$ cat config.mk
export PLATFORM = sky130hd
export DESIGN_NAME = uart_tx_ctrl
export DESIGN_NICKNAME = d
export VERILOG_FILES = /design/src/rtl/uart_tx_ctrl.sv
export SDC_FILE = /design/constraint.sdc
export NUM_CORES = 1
export LEC_CHECK = 0
export ABC_AREA = 1
export CORE_UTILIZATION = 35
export CTS_CLUSTER_SIZE = 16
export DETAILED_ROUTE_END_ITERATION = 10
export PLACE_DENSITY = 0.54
export SETUP_SLACK_MARGIN = 0.4
export SYNTH_ARGS = -nofsm -noshare
export SYNTH_HDL_FRONTEND = slang
export SYNTH_SLANG_ARGS = --single-unit
$ cat constraint.sdc
create_clock -name clk -period 2.25 [get_ports clk]
set_input_delay 0.45 -clock clk [delete_from_list [all_inputs] [get_ports clk]]
set_output_delay 0.45 -clock clk [all_outputs]
set_load 0.005 [all_outputs]
$ cat src/rtl/uart_tx_ctrl.sv
// UART transmitter: one byte per valid/ready handshake, LSB first, with its own
// baud counter driven by the run-time divisor; parity and stop bits fixed at build.
module uart_tx_ctrl #(
   parameter int DLY       = 0,
   parameter int PARITY    = 0,
   parameter int STOP_BITS = 1
) (
   input  logic        clk,
   input  logic        rst_n,
   input  logic [12:0] uart_ctrl,
   input  logic [7:0]  tx_data,
   input  logic        tx_valid,
   output logic        tx_ready,
   output logic        txd,
   output logic        tx_busy
);

   // DLY is a simulation-only delay and must not be negative.
   if (PARITY < 0 || PARITY >= 3 || (STOP_BITS != 1 && STOP_BITS != 2) || DLY < 0) begin : g_bad_param
      $error("uart_tx_ctrl: illegal PARITY/STOP_BITS/DLY parameter");
   end

   localparam logic HAS_PAR  = (PARITY != 0);
   localparam logic ODD_PAR  = (PARITY == 1);
   localparam logic TWO_STOP = (STOP_BITS == 2);

   typedef enum logic [2:0] {IDLE, START, DATA, PAR, STOP} state_t;

   state_t      state_q, state_d;
   logic [12:0] cnt_q, cnt_d;
   logic [12:0] div_q, div_d;
   logic [7:0]  data_q, data_d;
   logic [2:0]  bit_q, bit_d;
   logic        stop_q, stop_d;
   logic        txd_q, txd_d;
   logic        busy_q, busy_d;
   logic        last_cyc;
   logic        last_stop;
   logic        accept;

   always_comb begin
      state_d   = state_q;
      cnt_d     = cnt_q;
      div_d     = div_q;
      data_d    = data_q;
      bit_d     = bit_q;
      stop_d    = stop_q;
      last_cyc  = (cnt_q == div_q);
      last_stop = (state_q == STOP) && last_cyc && (stop_q == TWO_STOP);
      tx_ready  = (state_q == IDLE) || last_stop;
      accept    = tx_valid && tx_ready;

      if (accept) begin
         state_d = START;
         cnt_d   = 13'd0;
         div_d   = uart_ctrl;
         data_d  = tx_data;
         bit_d   = 3'd0;
         stop_d  = 1'b0;
      end else if (state_q != IDLE) begin
         if (last_cyc) begin
            cnt_d = 13'd0;
            case (state_q)
               START: begin
                  state_d = DATA;
                  bit_d   = 3'd0;
               end
               DATA: begin
                  if (bit_q == 3'd7) begin
                     state_d = HAS_PAR ? PAR : STOP;
                     stop_d  = 1'b0;
                  end else begin
                     bit_d = bit_q + 3'd1;
                  end
               end
               PAR: begin
                  state_d = STOP;
                  stop_d  = 1'b0;
               end
               STOP: begin
                  if (stop_q == TWO_STOP) begin
                     state_d = IDLE;
                     bit_d   = 3'd0;
                  end else begin
                     stop_d = 1'b1;
                  end
               end
               default: state_d = IDLE;
            endcase
         end else begin
            cnt_d = cnt_q + 13'd1;
         end
      end

      // txd is registered, so it is computed from the state about to be entered.
      case (state_d)
         START:   txd_d = 1'b0;
         DATA:    txd_d = data_d[bit_d];
         PAR:     txd_d = ODD_PAR ? ~(^data_d) : (^data_d);
         default: txd_d = 1'b1;
      endcase
      busy_d = (state_d != IDLE);
   end

   always_ff @(posedge clk or negedge rst_n) begin
      if (!rst_n) begin
         state_q <= IDLE;
         cnt_q   <= 13'd0;
         div_q   <= 13'd0;
         data_q  <= 8'd0;
         bit_q   <= 3'd0;
         stop_q  <= 1'b0;
         txd_q   <= 1'b1;
         busy_q  <= 1'b0;
      end else begin
         state_q <= state_d;
         cnt_q   <= cnt_d;
         div_q   <= div_d;
         data_q  <= data_d;
         bit_q   <= bit_d;
         stop_q  <= stop_d;
         txd_q   <= txd_d;
         busy_q  <= busy_d;
      end
   end

   assign txd     = txd_q;
   assign tx_busy = busy_q;

endmodule
Word-level counts from Yosys, hierarchy flattened
Index checks and enable logic that the tools add are counted.
{"block": "classes", "addsub": 2, "n_lt_le_gt_ge": 1, "eq_ne": 10, "n_mux": 25, "n_bitwise": 1, "reduce_logical": 12}
{"op": "two-way mux 13 bit", "count": 3}
{"op": "two-way mux 3 bit", "count": 10}
{"op": "adder 13 x 1 -> 13 bit, second input constant", "count": 1}
{"op": "== test 13 bit", "count": 1}
{"op": "== test 3 x 2 -> 1 bit, second input constant", "count": 4}
{"op": "case mux 3 bit (4 select lines)", "count": 1}
{"op": "case mux 3 bit (3 select lines)", "count": 1}
{"op": "two-way mux 8 bit", "count": 1}
{"op": "parity 8 bit", "count": 1}
{"op": "== test 3 x 1 -> 1 bit, second input constant", "count": 2}
{"op": "== test 3 bit, second input constant", "count": 2}
{"op": "two-way mux 1 bit", "count": 6}
{"op": "case mux 1 bit (3 select lines)", "count": 2}
{"op": "nonzero test 3 bit", "count": 2}
{"op": "< comparator 3 x 4 -> 1 bit, second input constant", "count": 1}
{"op": "AND reduction 4 bit", "count": 1}
{"op": "nonzero test 2 bit", "count": 2}
{"op": "nonzero test 4 bit", "count": 1}
{"op": "adder 3 x 1 -> 3 bit, second input constant", "count": 1}
{"op": "binary-select mux 1 bit (select 3 bit)", "count": 1}
{"op": "logical AND 1 bit", "count": 3}
{"op": "logical NOT 3 bit", "count": 1}
{"op": "inequality test 3 bit, second input constant", "count": 1}
{"op": "logical OR 1 bit", "count": 1}
{"op": "NOT 1 bit", "count": 1}
{"block": "word_totals", "ff_bits": 43, "out_inout_bits": 3}

Longest topological paths before layout
{"block": "logic_depth", "word_depth": 9, "mapped_depth": 20}

Least setup slack after synthesis
No wires, ideal clock.
{"block": "synth_timing", "path_kind": "register to register", "start": "register cnt_q[10]", "end": "register txd_q, in the netlist txd", "setup_time_ns": 0.079, "t_arrival_ns": 1.770, "setup_slack_ns": 0.401, "path_stages_with_launch": 20, "n_path_buf": 1, "path_cell_list": "dfrtp_1 -> inv_1 -> nand2_1 -> nand2_1 -> nand3_1 -> nor2_4 -> nand2_4 -> nand2_4 -> nand3_4 -> buf_6 -> nand2_1 -> nand2_1 -> nand2_1 -> nand2_2 -> inv_1 -> nand2_1 -> nand2_1 -> nand2_1 -> nand3_1 -> nand2_1"}
{"block": "synth_via", "elab_chain_cells": 9}
{"item": "from (decl)", "line_no": "30", "rtl": "logic [12:0] cnt_q, cnt_d;"}
{"item": "from (signal assigned)", "line_no": "117", "rtl": "cnt_q <= cnt_d;"}
{"item": "== test 13 bit (*)", "line_no": "48", "rtl": "last_cyc = (cnt_q == div_q);"}
{"item": "logical AND 1 bit (2 in a row)", "line_no": "49", "rtl": "last_stop = (state_q == STOP) && last_cyc && (stop_q == TWO_STOP);"}
{"item": "logical OR 1 bit", "line_no": "50", "rtl": "tx_ready = (state_q == IDLE) || last_stop;"}
{"item": "logical AND 1 bit", "line_no": "51", "rtl": "accept = tx_valid && tx_ready;"}
{"item": "two-way mux 8 bit / two-way mux 3 bit (equally long branches)", "line_no": "53", "rtl": "if (accept) begin"}
{"item": "binary-select mux 1 bit (select 3 bit)", "line_no": "98", "rtl": "DATA: txd_d = data_d[bit_d];"}
{"item": "two-way mux 1 bit (not written as such)", "line_no": "98"}
{"item": "case mux 1 bit (3 select lines) (*)", "line_no": "96", "rtl": "case (state_d)"}
{"item": "via txd_d", "line_no": "35", "rtl": "logic txd_q, txd_d;"}
{"item": "to (signal assigned)", "line_no": "122", "rtl": "txd_q <= txd_d;"}
{"item": "to (decl)", "line_no": "35"}
Mark *: on every way through the listed nets, which the timed path passes. The rest lies on a longest branch. The select of a mux whose other input is x is not followed.
A chain may end at the register's enable or synchronous reset.

Worst setup path in the final report
{"block": "layout_timing", "start": "register div_q[2]", "end": "register txd_q, in the netlist txd"}
{"block": "layout_via", "elab_chain_cells": 9}
{"item": "from (decl)", "line_no": "31", "rtl": "logic [12:0] div_q, div_d;"}
{"item": "from (signal assigned)", "line_no": "118", "rtl": "div_q <= div_d;"}
{"item": "== test 13 bit (*)", "line_no": "48"}
{"item": "logical AND 1 bit (2 in a row)", "line_no": "49"}
{"item": "logical OR 1 bit", "line_no": "50"}
{"item": "logical AND 1 bit", "line_no": "51"}
{"item": "two-way mux 3 bit (*)", "line_no": "53"}
{"item": "via bit_d[0]", "line_no": "33", "rtl": "logic [2:0] bit_q, bit_d;"}
{"item": "binary-select mux 1 bit (select 3 bit) (*)", "line_no": "98"}
{"item": "two-way mux 1 bit (not written as such) (*)", "line_no": "98"}
{"item": "case mux 1 bit (3 select lines) (*)", "line_no": "96"}
{"item": "via txd_d", "line_no": "35"}
Marked as above.

==> results.txt <==
Counting every sink on the clock net gives 42. Counting every instance in the synthesized netlist gives 362. The number of enable-type register cells in the synthesized netlist is 0. The post-synthesis sequential element count was 42; the largest clock skew in the final design was 0.00811 ns. The number of max-slew violations in the final report came out at 0. In the post-synthesis netlist, the biggest area contributors are dfrtp_1, nand2_1, inv_1. In the global route stage, overall resource usage came out at 19.0%.

Row generation in the floorplan step produced 31 rows. For this run, asynchronously set or reset flops after synthesis account for 100%. The later pin in the worst-skew pair is clocked with a latency of 0.30 ns. Sequential cells account for 55.7% of the total power. The tools report the sort of element at the start of the critical path as a flop. The setup path with the least slack is of type reg2reg. The weighted congestion reported at the end of routability-driven placement is 0.839, and the largest fanout on the critical path is 6.

In the finished design, the share of the clock period the worst path needs comes to 95.4%. The floorplan step set the die height to 88.4 µm. For this design the static power due to leakage is 0.00183 µW. The tools report the number of buffers inserted during clock tree synthesis as 5. The tool flagged a number of max-cap violations equal to 0.

The antenna violation net count after detailed routing was 0; the DRC violation total after the first TritonRoute iteration was 128. The final route contains 2507 vias. Synthesized-area fraction occupied by and/or/nand/nor cells: 38.4%.

The worst register-to-register path begins at div_q[2]. For the pin with the worst max-slew slack, the measured transition is 0.564 ns. Leading area contributor after synthesis: dfrtp_1. The post-synthesis area per instance came out at 7.22 µm². The wire length per cell works out to 12.9 µm.

For the pin count of the biggest net entering global routing, the log shows 25. The power density over the cells works out to 354 mW/mm². The maximum number of buffers from clock root to sink was 2; the number of warning messages in the yosys log was 0.

Derived from the worst setup path, the maximum achievable clock frequency is 466 MHz. The final layout contains 464 nets. The sequential element share of the synthesized area is 40.3%, and the initial cell density of the core is 36.0%.

Number of ports placed on the die boundary: 27. The first-pass GRT wire length is 11200 µm, and the fraction of synthesized area in multiplexers is 0.862%. The fraction of layout instances using a drive strength above 1 is 39.0%, and the via count of the first global-routing pass is 2352. The core region is 0.00725 mm².

The total cell area at the placement stage is 0.00304 mm². Path category of the worst min-delay check: in2async. The floorplan step defined a die boundary enclosing 0.00782 mm². The number of failing hold endpoints at the final stage came out at 0.

Count of buffers inserted at the top-level ports: 26. Detailed placement finished with a half-perimeter wire length of 4320 µm. The number of cells on the worst reg-to-reg path is 18. The clock transition at the registers of the reported paths was 0.09 ns. After synthesis, the most frequently instantiated cells are nand2_1, inv_1, dfrtp_1. The tools report the count of final setup violators as 0. The run gives 34.4% as the clock power share. The top cell type by area accounts for 39.3% of the synthesized area.

The run finished with clean final reports. The setup check on the worst reg-to-reg path leaves a slack of 0.10 ns. The number of different library cells used by synthesis comes to 35. The repair_antennas step left the layout with diodes totalling 0.

The utilization after layout was 54.0%. The worst setup path is captured at a flop. Across the VDD grid, the largest voltage drop is 267 µV. The number of nets produced by synthesis was 388. The switching part of the total came out at 24.9%. The number of antenna violations at the first check in global routing is 0, and the arrival time of the worst setup path is 2.38 ns. The headroom to the max-slew limit came out at 62.4%. In this run the clock root is driven by a clkbuf_8. The total iterations of the first detailed-routing run is 4.

Fraction of synthesized cell area in xor and xnor cells: 2.68%. In the routed layout, each cell is associated on average with a via count of 4.67. The synthesized netlist devotes 6.46% of its cell area to compound gates. The run gives 0 as the total overflow reported by the global router. nand2_1 is the most common cell in the netlist. Setup repair after global routing could not meet its margin everywhere. By area, the combinational part of the netlist is dominated by simple AND/OR/NAND/NOR gates.

In this run the horizontal extent of the chip is 88.4 µm. The tools report the worst flop-to-flop path endpoint as txd. From synthesis to final layout, the design area changed by 49.8%.

Summing every instance area after synthesis gives 0.00261 mm². Summed over all layers, the routed wires come to 6910 µm. The finished cells cover 0.00392 mm². TritonCTS built the clock tree.

Summing the areas of all fa, ha and maj instances in the mapped netlist gives 0.957% of the synthesized area. Internal power comes to 1040 µW. The share of power burned in combinational logic was 9.9%. The logs give 2.48 ns for the data required time of the critical path and 346 µW for the switching power. The number of design rule violations left after detail routing was 0. The prevailing post-synth register cell is dfrtp_1.

The worst path in the final design needs a cycle of 2.15 ns, including I/O delays and setup. The clock tree synthesis step divided the H-tree into 2 levels.
## how the worst max path moves through the flow
stage | start | end | slack, ns | depth (start not counted)
CTS | cnt_q[1] | txd | 0.15 | 17
finish | div_q[2] | txd | 0.10 | 18
global placement | state_q[0] | cnt_q[12] | 0.04 | 12
detailed placement | tx_valid | cnt_q[11] | 0.03 | 9
global route | cnt_q[0] | txd | -0.06 | 20
floorplan | cnt_q[10] | txd | 0.40 | 19
## layout make-up
cell class	count	area [µm²]
Fill cell	695	3340
Multi-Input combinational cell	261	1690
Sequential cell	42	1050
Timing Repair Buffer	75	764
Inverter	53	206
Tap cell	99	124
Clock buffer	5	68.8
Clock inverter	2	10.0
## cells in the final DEF (no fill, tap or decap), types with 2 or more instances in the layout
| cell type | count |
|---|---|
| inv_2 | 15 |
| nor3_1 | 4 |
| nand2_2 | 27 |
| o21ai_1 | 3 |
| buf_4 | 26 |
| nand3_1 | 18 |
| clkbuf_8 | 5 |
| nor2_4 | 17 |
| nor2_2 | 6 |
| clkdlybuf4s50_1 | 23 |
| nor2_1 | 11 |
| nand3b_1 | 6 |
| nand2_8 | 2 |
| buf_12 | 5 |
| xor2_1 | 5 |
| xnor2_2 | 2 |
| dfrtp_1 | 40 |
| buf_6 | 16 |
| nand3_2 | 14 |
| a21oi_2 | 10 |
| ha_1 | 2 |
| nand2_1 | 101 |
| a21oi_1 | 5 |
| nand3_4 | 3 |
| o21ai_0 | 6 |
| clkinv_2 | 2 |
| nand2_4 | 3 |
| buf_8 | 3 |
| inv_1 | 36 |
| mux2_4 | 2 |
| nor3_4 | 2 |
## per-layer routing
layer	part of all wire [%]	global-route usage, %	vias to the layer above
li1	-	-	1280
met1	48	26.0	1178
met2	48	30.6	42
met3	3.0	3.17	7
met4	1.8	6.45	0
met5	0	0	-
## power by group through the flow
stage               logic, µW  clock network (µW)  registers, µW
floorplan                43.2                   0            789
global placement          118                   0            787
detailed placement        119                   0            787
CTS                       130                 488            772
global route              150                 529            774
finish                    137                 477            772
## worst max-delay path: stages, from the launching register on
cell	delay (ns)
dfrtp_1	0.38
inv_1	0.07
nand2_1	0.06
nand2_1	0.07
nor2_2	0.15
nand2_2	0.09
nor2_4	0.12
buf_6	0.13
nand2_8	0.06
nand2_8	0.09
nand3_4	0.15
nand2_4	0.18
inv_6	0.06
nand2_2	0.07
nand3_2	0.07
nand3_2	0.08
nand2_1	0.07
a21oi_2	0.13
nand2_1	0.06
## logic make-up (layout without fill, tap and decap cells)
kind of cell / count (synthesis) / in the layout
buffers and inverters: 61 / 135
flip-flops: 42 / 42
AO/OA/AOI/OAI: 31 / 31
AND/OR/NAND/NOR: 216 / 218
XOR/XNOR: 8 / 8
multiplexers: 2 / 2
adder cells (fa/ha/maj): 2 / 2
## state kept, by name, indices dropped and copies added (netlist names)
register and count:
bit_q 3, div_q 13, tx_busy 1, data_q 8, txd 1, cnt_q 13, state_q 3
## per-stage QoR
step | hold WS (ns) | std cells | setup WS [ns] | setup TNS [ns] | power, µW
final | 0.134 | 537 | 0.103 | 0 | 1390
after CTS | 0.153 | 534 | 0.150 | 0 | 1390
after detailed placement | 0.481 | 495 | 0.0336 | 0 | 907
after global placement | 0.480 | 495 | 0.0395 | 0 | 905
after global routing | 0.168 | 537 | -0.0599 | -0.0653 | 1450
after floorplan | 0.154 | 362 | 0.401 | 0 | 832
## what timing repair did
action,CTS,global route
hold buffers,0,0
hold endpoints to repair,0,0
gates cloned,4,0
endpoints found under the setup margin,27,34
setup buffers,28,3
pin swaps,35,27
gates resized for setup,95,54
(Power assumes the default switching activity.)
